### src/rtl/prbs_burst_ctrl.sv
// Round-robin sequencer for a shared PRBS31 generator: grants one of two requesters,
// loads its seed, then streams one generator bit per downstream handshake.
module prbs_burst_ctrl #(
  parameter int SEED_W = 31,
  parameter int LEN_W  = 16
) (
  input  logic                  clk,
  input  logic                  rst_n,
  input  logic [1:0]            req_valid,
  output logic [1:0]            req_ready,
  input  logic [2*SEED_W-1:0]   req_seed,
  input  logic [2*LEN_W-1:0]    req_len,
  input  logic                  abort,
  output logic                  gen_load,
  output logic [SEED_W-1:0]     gen_seed,
  output logic                  gen_step,
  input  logic                  gen_bit,
  output logic                  out_valid,
  output logic                  out_bit,
  output logic                  out_owner,
  input  logic                  out_ready,
  output logic                  done,
  output logic                  done_owner,
  output logic                  done_aborted,
  output logic                  busy
);

  typedef enum logic [1:0] {IDLE, LOAD, RUN, DONE} state_t;

  state_t              state, state_nxt;
  logic                last_grant;
  logic                owner;
  logic                aborted;
  logic [LEN_W-1:0]    count;
  logic [SEED_W-1:0]   seed;

  logic                grant;
  logic                accept;
  logic                handshake;
  logic [SEED_W-1:0]   sel_seed;
  logic [LEN_W-1:0]    sel_len;

  // Both valid: alternate away from the last owner; otherwise take whichever is valid.
  always_comb begin
    if (req_valid == 2'b11) grant = ~last_grant;
    else                    grant = ~req_valid[0];
  end

  assign sel_seed  = grant ? req_seed[2*SEED_W-1:SEED_W] : req_seed[SEED_W-1:0];
  assign sel_len   = grant ? req_len[2*LEN_W-1:LEN_W]    : req_len[LEN_W-1:0];
  assign accept    = (state == IDLE) && (|req_valid) && !rst_n;
  assign handshake = out_valid && out_ready;
  assign busy      = (state != IDLE);

  always_ff @(posedge clk) begin
    if (rst_n) begin
      state      <= IDLE;
      last_grant <= 1'b1;
      owner      <= 1'b0;
      aborted    <= 1'b0;
      count      <= '0;
      seed       <= '0;
    end else begin
      state <= state_nxt;
      case (state)
        IDLE: if (accept) begin
          owner   <= grant;
          count   <= sel_len;
          aborted <= 1'b0;
          // An all-zero seed would lock the LFSR at zero forever.
          seed    <= (sel_seed == '0) ? {{(SEED_W-1){1'b0}}, 1'b1} : sel_seed;
        end
        LOAD: if (abort) aborted <= 1'b1;
        RUN: begin
          if (abort) aborted <= 1'b1;
          if (handshake) count <= count - LEN_W'(1);
        end
        DONE: last_grant <= owner;
        default: ;
      endcase
    end
  end

  always_comb begin
    state_nxt    = state;
    req_ready    = 2'b00;
    gen_load     = 1'b0;
    gen_seed     = '0;
    gen_step     = 1'b0;
    out_valid    = 1'b0;
    out_bit      = 1'b0;
    out_owner    = 1'b0;
    done         = 1'b0;
    done_owner   = 1'b0;
    done_aborted = 1'b0;
    case (state)
      IDLE: if (accept) begin
        req_ready = grant ? 2'b10 : 2'b01;
        state_nxt = (sel_len == '0) ? DONE : LOAD;
      end
      LOAD: begin
        gen_load  = 1'b1;
        gen_seed  = seed;
        state_nxt = abort ? DONE : RUN;
      end
      RUN: begin
        out_bit   = gen_bit;
        out_owner = owner;
        // The abort cycle offers no bit, so nothing is transferred or stepped.
        if (abort) begin
          state_nxt = DONE;
        end else begin
          out_valid = 1'b1;
          if (out_ready) begin
            gen_step = 1'b1;
            if (count == LEN_W'(1)) state_nxt = DONE;
          end
        end
      end
      DONE: begin
        done         = 1'b1;
        done_owner   = owner;
        done_aborted = aborted;
        state_nxt    = IDLE;
      end
      default: state_nxt = IDLE;
    endcase
  end

endmodule

### config.mk
export PLATFORM = sky130hd
export DESIGN_NAME = prbs_burst_ctrl
export DESIGN_NICKNAME = d
export VERILOG_FILES = /design/src/rtl/prbs_burst_ctrl.sv
export SDC_FILE = /design/constraint.sdc
export NUM_CORES = 1
export LEC_CHECK = 0
export ABC_CLOCK_PERIOD_IN_PS = 2100
export CORE_ASPECT_RATIO = 1.75
export CORE_MARGIN = 2
export CORE_UTILIZATION = 43
export CTS_CLUSTER_SIZE = 10
export DETAILED_ROUTE_END_ITERATION = 12
export PLACE_DENSITY_LB_ADDON = 0.25
export SYNTH_ARGS = -nofsm -noshare
export SYNTH_HDL_FRONTEND = slang
export SYNTH_SLANG_ARGS = --single-unit
### constraint.sdc
create_clock -name clk -period 2.1 [get_ports clk]
set_input_delay 0.42 -clock clk [delete_from_list [all_inputs] [get_ports clk]]
set_output_delay 0.42 -clock clk [all_outputs]
set_load 0.03 [all_outputs]
==> impl_metrics.ini <==
[setup_path]
critPathSlowestCell = clkdlybuf4s50_1
cp.required_ns = 1.68
crit_fanout = 6
crit_path_end_kind = primary output
crit_type = in -> out
r2r_slack_ns = 0.09
path_depth = 6
reg2reg_from = count[0]
r2r_end = count[15]
worstPathCellList = clkdlybuf4s50_1 > inv_1 > nor2_4 > buf_4 > nor3_4 > buf_12
cp.arrival_ns = 1.62
setup.worst_path.end = req_ready[1]
cp_top_family = buffers and inverters
cp-start-kind = input port
critPathLaunch = req_valid[0]
r2r.worst_path.cells = 6
max_stage_delay_ns = 0.48
path_buf_inv = 4

[grt]
antenna_found_initial = 0
grt_pass1_wl_um = 19100
grt_pass1_vias = 4226
grt_max_degree = 36
grt_overflow = 0
grt_usage = 0.278

[cells_and_area]
drive_gt1_frac = 0.191
insertedDiodeCount = 0
fin_nets = 722
final_util = 0.681
area_delta_synth_final_pct = 56.1

[logic_synthesis]
postSynthAreaPerCell_um2 = 7.43
synth.most_common_cell = nand2_1
syn_inst = 458
ys.flop_type = dfxtp_1
synth_commonest_cells = nand2_1, dfxtp_1, nor2_1, and2_1, a311oi_1
async_reset_ff_frac = 0
synth-edff-count = 0
synth_cell_types = 49
syn_area_um2 = 3400
ys_seq_area_frac = 0.306
synth-warning-count = 0
netlist_top_cells_area = dfxtp_1, nand2_1, a311oi_1
ys_ff_latch = 52
synth_top_area_frac = 0.306
yosysTopAreaCell = dfxtp_1
synth_nets = 566

[outcome]
outcome = finished, final reports clean

[detailed_routing]
ant_nets = 0
num_vias = 4195
wire_per_inst_um = 17.4
drc = 0
drtPass1Iterations = 5
drt_wl_total_um = 12200
avgViaCountPerCell = 5.96
dr.first_iter.drc_count = 308

[floorplan]
io_pins = 143
die_area_um2 = 8670
die_width_um = 71.3
core_region_area_um2 = 7800
start_util = 0.436
die_h_um = 122
num_rows = 43

[placement]
hpwl_um = 9450
dp_slack_ns = -0.123
portBuffers = 142
gp_congestion = 0.926

[pwr]
ir_worst_vdd_mv = 0.813
p_leak_nw = 2.09
total_power_w = 0.00646
powerDensity_nw_per_um2 = 1210

[clocking]
post-cts-setup-buffers = 0
clkSinkCount = 52
clk_latency_ns = 0.29
root_buffer = clkbuf_16
cts_tree = yes
numCtsBuffers = 5
ctsLongestPathBuffers = 2
cts_max_level = 2
cts.reportedPaths.clkPinSlew_ns = 0.07
cts_hold_buf = 0

[timing]
slew_violations = 0
max-slew-margin-rel = 0.647
rsz0062_at_grt = false
fin_worst_skew_ns = 0.00467
setup_viol = 0
worstMarginPinSlew_ns = 0.524
hold_viol = 0
fmax_ghz = 0.491
worst_slack_ns = 0.0621
period_needed_ns = 2.04
post-route-period-util = 0.970

[run]
drv_cap = 0

[worst_hold_path]
hold_class = reg -> reg
[cells by family after synthesis]
group                    after synthesis  synth area share
buffers and inverters                 42            0.0665
adder cells (fa/ha/maj)                7            0.0257
flip-flops                            52             0.306
AO/OA/AOI/OAI                        117             0.237
multiplexers                           7            0.0232
AND/OR/NAND/NOR                      233             0.342
[sequential cells by signal, indices dropped and copies added (netlist names)]
register	flops
seed	31
aborted	1
owner	1
state	2
count	16
last_grant	1
[through the flow]
stage | cells | hold slack [ns] | TNS [ns] | instance area (um^2)
5_1_grt | 704 | 0.517 | 0 | 5310
3_3_place_gp | 697 | 0.472 | -0.399 | 5090
6_report | 704 | 0.484 | 0 | 5310
4_1_cts | 704 | 0.488 | 0 | 5300
3_5_place_dp | 697 | 0.468 | -1.87 | 5090
2_1_floorplan | 458 | 0.449 | 0 | 3410
[layout by cell type (no fill, tap or decap), types with 6 or more instances in the layout]
cell type,netlist,routed
nor4_1,23,23
o211ai_1,8,8
o21ai_0,26,25
mux2_2,7,7
nand3_1,7,7
inv_1,10,8
a211oi_1,6,6
a311oi_1,31,31
nand2_1,75,75
dfxtp_1,52,50
nor2_1,46,46
a21oi_1,27,26
nor3_1,16,14
buf_4,0,67
buf_12,0,10
and2_1,37,37
clkdlybuf4s50_1,0,98
nand4_1,6,6
[repair_timing]
item,CTS,global route
gates resized for setup,12,5
pin swaps,2,2
endpoints found under the setup margin,6,4
endpoints found under the hold margin,0,0
[per-layer routing]
metal	routed length, um	GRT usage	up-vias	part of all wire
met5	0	0	-	0
met4	675	0.176	0	0.055
met3	888	0.0587	46	0.073
met2	6510	0.519	209	0.53
met1	4170	0.269	1939	0.34
li1	-	-	2001	-
[how the worst min path moves through the flow]
| stage | startpoint | endpoint | slack [ns] | cells after the start |
|---|---|---|---|---|
| after floorplan | seed[0] | seed[0] | 0.45 | 2 |
| after global placement | seed[0] | seed[0] | 0.47 | 2 |
| after detailed placement | seed[0] | seed[0] | 0.47 | 2 |
| after CTS | seed[0] | seed[0] | 0.49 | 2 |
| after global routing | seed[10] | seed[10] | 0.52 | 2 |
| final | seed[0] | seed[0] | 0.48 | 2 |
[worst min-delay path, cell delays in order, from the launching register on]
cell and delay [ns]:
dfxtp_1 0.32, nand3b_1 0.07, o21ai_0 0.06
[final cells by class]
class | count | area, um^2
Fill cell | 659 | 2490
Multi-Input combinational cell | 364 | 2200
Timing Repair Buffer | 181 | 1740
Sequential cell | 52 | 1040
Clock buffer | 5 | 125
Tap cell | 90 | 113
Clock inverter | 2 | 60.1
Inverter | 10 | 37.5
[power breakdown]
part | total, W | internal [W] | switching, W
registers | 0.00159 | 0.00133 | 0.000259
clock network | 0.00105 | 0.000677 | 0.000371
logic | 0.00381 | 0.00161 | 0.00220
total | 0.00646 | 0.00362 | 0.00284
(Power assumes the default switching activity.)
